[config.mk]
export PLATFORM = sky130hd
export DESIGN_NAME = instr_fetch_unit
export DESIGN_NICKNAME = d
export VERILOG_FILES = /design/src/rtl/instr_fetch_unit.sv
export SDC_FILE = /design/constraint.sdc
export NUM_CORES = 1
export LEC_CHECK = 0
export CAP_MARGIN = 0
export CORE_MARGIN = 3
export CORE_UTILIZATION = 41
export DETAILED_ROUTE_END_ITERATION = 6
export PLACE_DENSITY = 0.88
export SLEW_MARGIN = 10
export SYNTH_ARGS = -nofsm -noshare
export SYNTH_HDL_FRONTEND = slang
export SYNTH_SLANG_ARGS = --single-unit
[constraint.sdc]
create_clock -name clk -period 3 [get_ports clk]
set_clock_uncertainty 0.2 [all_clocks]
set_input_delay 0.6 -clock clk [delete_from_list [all_inputs] [get_ports clk]]
set_output_delay 0.6 -clock clk [all_outputs]
set_load 0.05 [all_outputs]
[src/rtl/instr_fetch_unit.sv]
// Multi-cycle instruction fetch/issue sequencer: fetches a word, presents its opcode,
// waits for the datapath to finish, then advances PC sequentially or to a branch target.
module instr_fetch_unit #(
  parameter int              XLEN     = 32,
  parameter logic [XLEN-1:0] RESET_PC = '0,
  parameter int              PC_STEP  = 4
) (
  input  logic            clk,
  input  logic            reset,
  output logic            imem_req,
  output logic [XLEN-1:0] imem_addr,
  input  logic            imem_ack,
  input  logic [31:0]     imem_rdata,
  output logic [6:0]      Op,
  output logic [31:0]     instr,
  output logic [XLEN-1:0] pc,
  output logic            instr_valid,
  input  logic            ex_done,
  input  logic            branch_taken,
  input  logic [XLEN-1:0] branch_target,
  output logic            halted,
  output logic            illegal_op,
  output logic            misaligned
);

  typedef enum logic [1:0] {
    FETCH,
    ISSUE,
    EXEC,
    HALT
  } state_t;

  state_t          state, state_n;
  logic [XLEN-1:0] pc_n;
  logic [31:0]     ir, ir_n;
  logic            req_n, valid_n, halted_n, illegal_n, misaligned_n;
  logic            legal;

  assign instr     = ir;
  assign Op        = ir[6:0];
  assign imem_addr = pc;

  // Supported opcodes: R-type, LW, SW, BEQ
  always_comb begin
    legal = 1'b0;
    case (imem_rdata[6:0])
      7'b0110011, 7'b0000011, 7'b0100011, 7'b1100011: legal = 1'b1;
      default:                                          legal = 1'b0;
    endcase
  end

  always_ff @(posedge clk) begin
    if (reset) begin
      state       <= FETCH;
      pc          <= RESET_PC;
      ir          <= '0;
      imem_req    <= 1'b0;
      instr_valid <= 1'b0;
      halted      <= 1'b0;
      illegal_op  <= 1'b0;
      misaligned  <= 1'b0;
    end else begin
      state       <= state_n;
      pc          <= pc_n;
      ir          <= ir_n;
      imem_req    <= req_n;
      instr_valid <= valid_n;
      halted      <= halted_n;
      illegal_op  <= illegal_n;
      misaligned  <= misaligned_n;
    end
  end

  // Outputs are computed one cycle ahead so every output comes straight from a flop
  always_comb begin
    state_n      = state;
    pc_n         = pc;
    ir_n         = ir;
    req_n        = 1'b0;
    valid_n      = 1'b0;
    halted_n     = halted;
    illegal_n    = illegal_op;
    misaligned_n = misaligned;
    case (state)
      FETCH: begin
        req_n = 1'b1;
        // An ack only counts while the request is actually visible on the bus
        if (imem_req && imem_ack) begin
          ir_n  = imem_rdata;
          req_n = 1'b0;
          if (legal) begin
            state_n = ISSUE;
            valid_n = 1'b1;
          end else begin
            state_n   = HALT;
            halted_n  = 1'b1;
            illegal_n = 1'b1;
          end
        end
      end
      ISSUE: state_n = EXEC;
      EXEC: begin
        if (ex_done) begin
          if (!branch_taken) begin
            pc_n    = pc + XLEN'(PC_STEP);
            state_n = FETCH;
            req_n   = 1'b1;
          end else if (branch_target[1:0] == 2'b00) begin
            pc_n    = branch_target;
            state_n = FETCH;
            req_n   = 1'b1;
          end else begin
            state_n      = HALT;
            halted_n     = 1'b1;
            misaligned_n = 1'b1;
          end
        end
      end
      HALT:    state_n = HALT;
      default: state_n = FETCH;
    endcase
  end

endmodule

After elaboration in Yosys (flattened, before gate mapping):

Cells that the tools add are included.

* register bits: 71
* output and inout bits: 108
* input port bits: 69

* add/subtract/negate cells: 1
* reductions and logical operators: 12
* equal/unequal tests: 13
* multiplexer cells: 21
* bitwise gates (word level): 4

Operators by type and width (number)
* two-way mux 32 bit: 2
* adder 32 x 3 -> 32 bit (second input constant): 1
* == test 7 x 6 -> 1 bit (second input constant): 2
* two-way mux 1 bit: 11
* two-way mux 2 bit: 5
* inequality test 2 bit (second input constant): 5
* one-hot mux 2 bit (4 select lines): 1
* == test 7 x 2 -> 1 bit (second input constant): 1
* == test 7 bit (second input constant): 1
* AND reduction 3 bit: 2
* AND reduction 6 bit: 1
* == test 2 bit (second input constant): 2
* logical NOT 2 bit: 2
* NOT 1 bit: 4
* one-hot mux 1 bit (2 select lines): 2
* AND reduction 2 bit: 2
* AND reduction 4 bit: 1
* OR reduction 4 bit: 1
* OR reduction 3 bit: 1
* == test 2 x 1 -> 1 bit (second input constant): 1
* inequality test 2 x 1 -> 1 bit (second input constant): 1
* nonzero test 2 bit: 1
* logical AND 1 bit: 1

Longest topological paths before layout:

* depth in word-level cells: 6
* mapped depth: 8
* depth with buffers taken out: 6

Worst setup path before layout:

Ideal clock, no wire load.

* path type: flip-flop to flip-flop
* start: register pc[2], in the netlist imem_addr[2]
* end: register pc[30], in the netlist imem_addr[30]
* arrival time: 2334 ps
* path buffers: 0
* setup time: 127 ps
* path slack: 339 ps
* cell stages (with the launch flop): 7
* clock period less this slack: 2661 ps
* cell sequence: dfxtp_1 -> ha_1 -> nand3_1 -> nor3_1 -> nand4_1 -> and3_1 -> or3_1

* longest elaborated chain between the ends: 2

Ends and longest elaborated chain
* start: declaration: line 16 `output logic [XLEN-1:0] pc,`
* start signal: assignment: line 64 `pc <= pc_n;`
* adder 32 x 3 -> 32 bit: line 105 `pc_n = pc + XLEN'(PC_STEP);`
* two-way mux 32 bit: line 104 `if (!branch_taken) begin`

Every way passes these cells.
A chain may end at the register's enable or synchronous reset.

Final worst setup path:

* start: register pc[15], in the netlist imem_addr[15]
* end: output port imem_addr[15]

RTL lines
* end: declaration: line 11 `output logic [XLEN-1:0] imem_addr,`

No word-level cell between the ends.

==> impl_metrics.ini <==
[floorplanning]
fp.dieH_um = 100
die_w_um = 100
rows = 33
start_util_pct = 43.3
ios = 177
die-area_um2 = 10100
fp.coreArea_um2 = 8420

[yosys]
synth.most_common_cell = nand2_1
syn_area_per_cell_um2 = 7.50
netlist_area_um2 = 3650
synthFlopType = dfxtp_1
syn_inst = 486
ys_seq_elements = 71
ys_warn_count = 0
yosys.cell_types.count = 51
synthDominantCellAreaShare_pct = 39.0
yosysSeqAreaShare_pct = 39.0
synth_area_leader_cell = dfxtp_1
yosys-top-cells-count = nand2_1, dfxtp_1, a21oi_1
synth_edf_count = 0
ys_top_cells_by_area = dfxtp_1, nand2_1, a21oi_1
synth_nets = 556
synthArstFlopShare_pct = 0

[power_and_ir_drop]
power_density_nw_per_um2 = 440
ir_drop_mv = 0.293
power_w = 0.00240
leakagePower_nw = 1.85

[setup_path]
critPathKind = reg2out
r2r-start = imem_addr[10]
start_kind = register
cp_top_family = buffers and inverters
crit_buf_inv = 1
cp_max_fo = 9
cpPeakStageDelay_ps = 880
r2r_setup_slack_ps = 510
path_cells = clkdlybuf4s50_1
rr_worst_depth = 5
cp.required_ps = 2200
worstReg2RegEnd = imem_addr[31]
critPathLaunch = imem_addr[15]
crit_path_end_kind = output pin
arrival_ps = 1760
slowest_stage = clkdlybuf4s50_1

[timing]
rsz0062_at_grt = no
hold_viol = 0
hold_ws_ps = 249
timing.final.crit_period_ps = 2560
tightestPinTransition_ps = 1100
fin_crit_sh_pct = 85.3
slew_headroom_pct = 26.5
final.setup.tns_ps = 0
fmax_ghz = 0.391
setup_violations = 0
slew_violations = 0

[clock_tree]
numCtsBuffers = 9
clock-sinks = 71
hold_buffers = 0
postCtsSetupRepairBufs = 0
ctsResizeCount = 0
insertion_delay_ps = 340
cts_max_level = 3
cts_tree = done
path_clk_slew_ps = 90
clock_path_buffers = 2
root_buffer = clkbuf_8

[grt]
antenna_found_initial = 0
overflow = 0
grt_max_degree = 48
grt_first_pass_wirelength_mm = 19.1
grt_usage_pct = 23.4
first_global_vias = 3877

[routing]
routed_wl_mm = 11.9
wl_per_cell_um = 16.5
ant_nets = 0
drtPass1Iterations = 5
drtIter0Drc = 334
drc = 0
vias_per_cell = 5.66
dr_total_vias = 4104

[finish]
stdcell_count = 725
fin_nets = 685
syn_to_final_growth_pct = 49.3
design_area_um2 = 5450
drive_gt1_share_pct = 5.81
num_antenna_cells = 0

[min_path]
hold_path_end = illegal_op
hp-class = reg2reg
min-delay-start = illegal_op
min_path_cells = 2

[placed_design]
gp_congestion = 0.986
place_area_um2 = 5240
placed_cells = 709
place.port_buffers = 176
dp_hpwl_mm = 8.89

[status]
status = completed

[flow_run]
maxCapViolations = 0
## placed cells by master, fill, tap and decap left out, types with 4 or more instances in the layout
| cell | Yosys | layout |
|---|---|---|
| buf_4 | 39 | 9 |
| a21oi_1 | 61 | 61 |
| nand4_1 | 10 | 10 |
| nor4_1 | 8 | 8 |
| mux2i_1 | 7 | 7 |
| or3_1 | 7 | 7 |
| dfxtp_1 | 71 | 71 |
| o31ai_1 | 4 | 4 |
| nand3_1 | 24 | 24 |
| a211oi_1 | 5 | 5 |
| nor3_1 | 12 | 11 |
| clkbuf_8 | 0 | 9 |
| nand2_1 | 101 | 101 |
| inv_1 | 9 | 9 |
| o21ai_0 | 15 | 15 |
| nor2_1 | 25 | 24 |
| and3_1 | 4 | 4 |
| a31oi_1 | 8 | 8 |
| a22oi_1 | 5 | 5 |
| clkdlybuf4s50_1 | 0 | 175 |
## area by class of cell
class	count	area (um2)
timing repair buffer	187	1860
tap	105	131
clock buffer	9	124
inverter	9	33.8
sequential	71	1420
fill	729	2980
clock inverter	7	80.1
multi-input combinational	337	1790
## metrics by stage
stage | util [%] | setup slack [ps]
2_1_floorplan | - | 339
3_3_place_gp | 62.2 | 408
3_5_place_dp | 62.2 | 363
4_1_cts | 64.7 | 427
5_1_grt | 64.7 | 313
6_report | 64.7 | 441
## flip-flops by register name, summed over array words and instances, names as in the netlist
signal       count
misaligned       1
illegal_op       1
state            2
imem_req         1
halted           1
instr_valid      1
imem_addr       32
instr           32
## how the worst max path moves through the flow
stage | endpoint | depth (start not counted)
2_1_floorplan | imem_addr[30] | 6
3_3_place_gp | instr[3] | 5
3_5_place_dp | imem_addr[24] | 6
4_1_cts | imem_addr[15] | 1
5_1_grt | imem_addr[31] | 5
6_report | imem_addr[15] | 1
## logic make-up (layout without fill, tap and decap cells)
logic type | count (synthesis) | count (layout) | share of synthesized area, %
AND/OR/NAND/NOR | 211 | 211 | 27.2
AO/OA/AOI/OAI | 117 | 117 | 19.1
buffers and inverters | 78 | 212 | 12.1
flip-flops | 71 | 71 | 39.0
multiplexers | 7 | 7 | 1.92
adder cells (fa/ha/maj) | 2 | 2 | 0.617
## metal layers
metal  vias up  track usage [%]  share of wire [%]
li1       1936                -                  -
met2       287             39.2                 48
met1      1853             27.7                 37
met3        28             8.48                 13
met5         -                0                  0
met4         0             7.98                2.0
## power breakdown
group | total [W] | internal, W | leakage, nW | switching (W)
registers | 0.00103 | 0.000987 | 0.576 | 0.0000405
clock network | 0.000785 | 0.000394 | 0.0968 | 0.000391
logic | 0.000587 | 0.000227 | 1.18 | 0.000359
total | 0.00240 | 0.00161 | 1.85 | 0.000790
Note: power is estimated with default switching activity, not from simulation.
